### src/rtl/instr_fetch_pkg.sv
// rtl/instr_fetch_pkg.sv - shared types and opcode constants for the fetch stage
package instr_fetch_pkg;

    localparam logic [3:0] OP_NOP  = 4'h0;
    localparam logic [3:0] OP_LOAD = 4'h1;
    localparam logic [3:0] OP_ADD  = 4'h2;
    localparam logic [3:0] OP_JMP  = 4'h3;
    localparam logic [3:0] OP_HALT = 4'hF;

    typedef logic [15:0] instr_word_t;

    typedef enum logic [2:0] {
        BOOT   = 3'd0,
        FETCH  = 3'd1,
        WAIT   = 3'd2,
        ISSUE  = 3'd3,
        HALTED = 3'd4
    } fetch_state_t;

    // Opcode field of an instruction word
    function automatic logic [3:0] opcode_of(input instr_word_t w);
        return w[15:12];
    endfunction

endpackage

### src/rtl/instr_fetch_pc_reg.sv
// rtl/instr_fetch_pc_reg.sv - program counter with load-over-increment priority
module instr_fetch_pc_reg #(
    parameter logic [7:0] RESET_PC = 8'h00
) (
    input  logic       clk,
    input  logic       rst_n,
    input  logic       inc,
    input  logic       load,
    input  logic [7:0] load_val,
    output logic [7:0] pc
);

    // PC update: a redirect load wins over sequential increment; increment wraps at 8 bits
    always_ff @(posedge clk or negedge rst_n) begin
        if (!rst_n) begin
            pc <= RESET_PC;
        end else if (load) begin
            pc <= load_val;
        end else if (inc) begin
            pc <= pc + 8'd1;
        end
    end

endmodule

### src/rtl/instr_fetch.sv
// rtl/instr_fetch.sv - instruction fetch/issue stage ahead of the datapath
module instr_fetch
    import instr_fetch_pkg::*;
#(
    parameter logic [7:0] RESET_PC = 8'h00,
    parameter int         TIMEOUT  = 15
) (
    input  logic        clk,
    input  logic        rst_n,
    output logic        imem_req,
    output logic [7:0]  imem_addr,
    input  logic [15:0] imem_rdata,
    input  logic        imem_valid,
    input  logic        stall,
    input  logic        br_taken,
    input  logic [7:0]  br_target,
    input  logic        resume,
    output logic [3:0]  opcode,
    output logic [11:0] operands,
    output logic        instr_valid,
    output logic [7:0]  pc,
    output logic        halted,
    output logic        fetch_err
);

    localparam int CW = $clog2(TIMEOUT + 1);
    // Last WAIT cycle allowed without data; the miss on this cycle ends the fetch
    localparam logic [CW-1:0] WAIT_LAST = CW'(TIMEOUT - 1);

    fetch_state_t  state;
    fetch_state_t  next_state;
    instr_word_t   ir;
    logic [CW-1:0] wait_cnt;

    logic pc_inc;
    logic pc_load;
    logic ir_load;
    logic cnt_clr;
    logic cnt_inc;
    logic err_set;
    logic err_clr;

    instr_fetch_pc_reg #(
        .RESET_PC (RESET_PC)
    ) u_pc_reg (
        .clk      (clk),
        .rst_n    (rst_n),
        .inc      (pc_inc),
        .load     (pc_load),
        .load_val (br_target),
        .pc       (pc)
    );

    // State register
    always_ff @(posedge clk or negedge rst_n) begin
        if (!rst_n) begin
            state <= BOOT;
        end else begin
            state <= next_state;
        end
    end

    // Next-state and datapath control decode
    always_comb begin
        next_state = state;
        pc_inc     = 1'b0;
        pc_load    = 1'b0;
        ir_load    = 1'b0;
        cnt_clr    = 1'b0;
        cnt_inc    = 1'b0;
        err_set    = 1'b0;
        err_clr    = 1'b0;
        case (state)
            BOOT: begin
                next_state = FETCH;
            end
            FETCH: begin
                cnt_clr    = 1'b1;
                next_state = WAIT;
            end
            WAIT: begin
                if (imem_valid) begin
                    ir_load    = 1'b1;
                    pc_inc     = 1'b1;
                    next_state = ISSUE;
                end else begin
                    cnt_inc = 1'b1;
                    if (wait_cnt == WAIT_LAST) begin
                        err_set    = 1'b1;
                        next_state = HALTED;
                    end
                end
            end
            ISSUE: begin
                if (!stall) begin
                    if (opcode_of(ir) == OP_HALT) begin
                        next_state = HALTED;
                    end else if (br_taken) begin
                        pc_load    = 1'b1;
                        next_state = FETCH;
                    end else begin
                        next_state = FETCH;
                    end
                end
            end
            HALTED: begin
                if (resume) begin
                    err_clr    = 1'b1;
                    next_state = FETCH;
                end
            end
            default: begin
                next_state = BOOT;
            end
        endcase
    end

    // Instruction register, loaded only when memory returns data in WAIT
    always_ff @(posedge clk or negedge rst_n) begin
        if (!rst_n) begin
            ir <= 16'h0000;
        end else if (ir_load) begin
            ir <= imem_rdata;
        end
    end

    // Cycles spent in WAIT without a data return
    always_ff @(posedge clk or negedge rst_n) begin
        if (!rst_n) begin
            wait_cnt <= '0;
        end else if (cnt_clr) begin
            wait_cnt <= '0;
        end else if (cnt_inc) begin
            wait_cnt <= wait_cnt + 1'b1;
        end
    end

    // Sticky fetch timeout flag, cleared only on leaving HALTED
    always_ff @(posedge clk or negedge rst_n) begin
        if (!rst_n) begin
            fetch_err <= 1'b0;
        end else if (err_set) begin
            fetch_err <= 1'b1;
        end else if (err_clr) begin
            fetch_err <= 1'b0;
        end
    end

    assign imem_req    = (state == FETCH) || (state == WAIT);
    assign imem_addr   = pc;
    assign instr_valid = (state == ISSUE);
    assign halted      = (state == HALTED);
    assign opcode      = ir[15:12];
    assign operands    = ir[11:0];

endmodule

### config.mk
export PLATFORM = sky130hd
export DESIGN_NAME = instr_fetch
export DESIGN_NICKNAME = d
export VERILOG_FILES = /design/src/rtl/instr_fetch_pkg.sv /design/src/rtl/instr_fetch_pc_reg.sv /design/src/rtl/instr_fetch.sv
export SDC_FILE = /design/constraint.sdc
export NUM_CORES = 1
export LEC_CHECK = 0
export CAP_MARGIN = 20
export CORE_MARGIN = 2
export CORE_UTILIZATION = 45
export CTS_CLUSTER_SIZE = 25
export DETAILED_ROUTE_END_ITERATION = 16
export PLACE_DENSITY_LB_ADDON = 0.1
export SLEW_MARGIN = 20
export SYNTH_ARGS = -nofsm -noshare
export SYNTH_HDL_FRONTEND = slang
export SYNTH_SLANG_ARGS = --single-unit
export TNS_END_PERCENT = 50
### constraint.sdc
create_clock -name clk -period 3 [get_ports clk]
set_clock_uncertainty 0.05 [all_clocks]
set_input_delay 0.9 -clock clk [delete_from_list [all_inputs] [get_ports clk]]
set_output_delay 0.9 -clock clk [all_outputs]
set_load 0.01 [all_outputs]
==> results.tsv <==
stage	metric	value	unit
synthesis	postSynth.asyncResetShare	100.0	%
die	io_pins	66	
clock_tree	cts.root.buffer_cell	sky130_fd_sc_hd__clkbuf_8	
timing	hold_fails_final_rpt	0	
detailed_routing	postRouteAntennaNets	0	
timing	setup_viol_count_final	0	
synthesis	synth_xor_xnor_area_share	1.584	%
synthesis	simple_gate_share_of_the_synthesized_area	24.81	%
detailed_routing	vias	1495	
die	design.core.area	3606	sq um
detailed_routing	post-route-drc-count	0	
min_path	hp-class	flop to flop	
timing	setup_ws	0.2314	ns
clock_tree	hold_buffer_count_at_cts	0	
grt	grt_first_pass_wirelength	6748	microns
grt	grt_most_used_layer	met2	
die	die_w	64.72	microns
synthesis	ys_types	38	
timing	fmax	0.3612	GHz
pwr	vdd_drop_max	447.7	uV
clock_tree	maximum_buffer_depth_of_the_clock_tree	2	
critical_path	endpoint_kind	output port	
clock_tree	clock_tree.htree_level_count	2	
finish	fin_nets	278	
finish	multiInputGateArea	705.7	sq um
synthesis	yosys_register_bits	32	
clock_tree	worst_setup_hold_path_clk_slew	0.06	ns
grt	antenna_found_initial	0	
synthesis	synthesis.area_per_instance	8.872	sq um
critical_path	cp_data_required_time	2.05	ns
timing	post-route-period-util	92.29	%
place	dpl.cell_count	286	
critical_path	critical_path.max_fanout	11	
critical_path	timing.critical_path.from_type	flop	
detailed_routing	route.detailed.wl_per_inst	12.94	microns
place	io_buffer_count	65	
clock_tree	tritoncts_num_sinks	32	
die	die_area	4189	sq um
grt	grt.total_usage	20.66	%
detailed_routing	route.detailed.vias_per_inst	5.102	
pwr	power_density	964.4	nW/um^2
place	dp_slack	0.3805	ns
finish	layout-drive-gt1-share	6.122	%
critical_path	worst_ep_arrival_time	1.82	ns
clock_tree	worstSkewPairLatency	0.28	ns
synthesis	synth_enable_flop_cells	0	
timing	slew_hr	62.93	%
synthesis	synth_compound_area_share	13.88	%
finish	num-fill-cells	322	
finish	area_delta_synth_final	43.21	%
finish	finish.cell_count_without_fillers	293	
grt	grt.overflow.total	0	
clock_tree	cts-buffers-inserted	5	
place	place.detailed.hpwl	2734	microns
grt	grt_pass1_vias	1467	
synthesis	post_synth_net_total	220	
timing	max_slew.worst_pin.slew	0.5483	ns
timing	final.min_clock_period	2.769	ns
job	cap_violations	0	
run_status	status	completed	
synthesis	ranking_of_synthesized_cells_by_area	sky130_fd_sc_hd__dfrtp_1 (48%), sky130_fd_sc_hd__nand2_1 (13%), sky130_fd_sc_hd__buf_4 (3.6%)	
synthesis	post_synth_fa_ha_maj_area_fraction	2.262	%
pwr	static-leakage-power	0.001060	uW
clock_tree	post_cts_resized	0	
synthesis	synth.top_cell.area_share	48.27	%
synthesis	ys_dominant_reg_cell	sky130_fd_sc_hd__dfrtp_1	
grt	grt_use_met2	32.35	%
detailed_routing	drt-pass1-iter-count	4	
synthesis	ys.warnings.count	0	
grt	groute.layer.met3.usage	7.465	%
synthesis	netlist_area_before_placement	1659	sq um
critical_path	worstSetupPathType	flop to output port	
clock_tree	post-cts-setup-buffers	0	
clock_tree	tritoncts	yes	
timing	timing.setup.tns	0	ns
die	placementRows	22	
place	gp_routability_congestion	0.8614	
pwr	total_power	2291	uW
detailed_routing	finalWirelength	3790	microns
timing	final_max_slew_viol_count	0	
synthesis	ys_seq_area_share	48.27	%
timing	grt_setup_unrepaired	false	
finish	diodes	0	
synthesis	netlist_instances	187	
die	initial_utilization	46.01	%
die	die_height	64.72	microns
detailed_routing	drt_iter0_markers	161	
synthesis	post-synth-top-area-cell	sky130_fd_sc_hd__dfrtp_1	
grt	grt.met1_usage	26.15	%
grt	maximum_number_of_pins_on_one_net_before_global_route_repair	33	
finish	register_area	800.8	sq um
synthesis	synthMuxAreaShare	0	%
synthesis	synth_top_family_by_area	simple AND/OR/NAND/NOR gates	
metal layers:
metal	share of wire [%]	vias up	routed length, microns
li1	-	743	-
met1	44	683	1681
met2	46	62	1759
met3	7.7	7	293
met4	1.5	0	56
met5	0	-	0
power breakdown:
group	switching (uW)	internal, uW	total, uW	leakage, uW
sequential	199	618	817	0.000403
clock	152	204	356	0.0000503
combinational	487	632	1120	0.000607
total	838	1450	2290	0.00106
cells in the mapped netlist, types with 3 or more instances:
| cell type | n |
|---|---|
| sky130_fd_sc_hd__nand2_1 | 58 |
| sky130_fd_sc_hd__dfrtp_1 | 32 |
| sky130_fd_sc_hd__o21ai_0 | 10 |
| sky130_fd_sc_hd__buf_4 | 8 |
| sky130_fd_sc_hd__inv_1 | 7 |
| sky130_fd_sc_hd__nor2_1 | 7 |
| sky130_fd_sc_hd__a21oi_1 | 6 |
| sky130_fd_sc_hd__buf_2 | 6 |
| sky130_fd_sc_hd__nand3_1 | 4 |
| sky130_fd_sc_hd__nand4_1 | 4 |
| sky130_fd_sc_hd__nor3_1 | 4 |
| sky130_fd_sc_hd__a22o_1 | 3 |
| sky130_fd_sc_hd__ha_1 | 3 |
| sky130_fd_sc_hd__o22ai_1 | 3 |
final timing paths:
kind	startpoint	end	slack (ns)	depth (start not counted)
setup reg to reg	state[1]	u_pc_reg.pc[2]	1.04	4
hold reg to reg	ir[11]	ir[11]	0.42	2
hold / removal	ir[11]	ir[11]	0.42	2
min in group asynchronous	rst_n	wait_cnt[3]	0.97	2
setup / recovery	state[1]	instr_valid	0.23	2
max in group asynchronous	rst_n	ir[11]	1.64	2
cell usage in the layout, fill, tap and decap left out, drive strengths merged, types with 2 or more instances in the layout:
| cell | instances |
|---|---|
| o22ai | 3 |
| nand3 | 4 |
| nor2 | 7 |
| a31oi | 2 |
| buf | 4 |
| a22o | 3 |
| nor3 | 4 |
| a21o | 2 |
| inv | 8 |
| dfrtp | 32 |
| nand2 | 58 |
| xor2 | 2 |
| o21ai | 10 |
| a21oi | 6 |
| clkdlybuf4s50 | 65 |
| nand4 | 4 |
| clkbuf | 7 |
| nand2b | 2 |
| nor4b | 2 |
| a221o | 2 |
| o311ai | 2 |
| ha | 3 |
cells by family after synthesis:
| group | count (synthesis) |
|---|---|
| fa+ha+maj | 3 |
| compound gates | 34 |
| xor+xnor | 3 |
| buf+inv | 26 |
| simple gates | 89 |
| flops | 32 |
sequential cells by signal, summed over array words and instances (netlist names):
signal / flops
fetch_err: 1
state: 3
ir: 16
u_pc_reg.pc: 8
wait_cnt: 4
final cells by class:
cell class	instances	area share [%]
multi-input cells	129	29.70
inverters	8	1.369
flip-flops and latches	32	33.70
clock buffers	7	4.055
repair buffers	69	28.65
well taps	48	2.528
worst max-delay path, stage by stage (launching register included):
cell and delay (ns):
sky130_fd_sc_hd__dfrtp_1 0.58, sky130_fd_sc_hd__and3b_1 0.37, sky130_fd_sc_hd__clkdlybuf4s50_1 0.59
metrics by stage:
step                      utilization, %  cell area (sq um)  hold slack (ns)
final                              65.89               2376           0.4248
after global routing               65.89               2376           0.4588
after floorplan                        -               1659           0.4577
after global placement             63.22               2280           0.4068
after detailed placement           63.22               2280           0.4120
after CTS                          65.89               2376           0.4276
(Power assumes the default switching activity.)
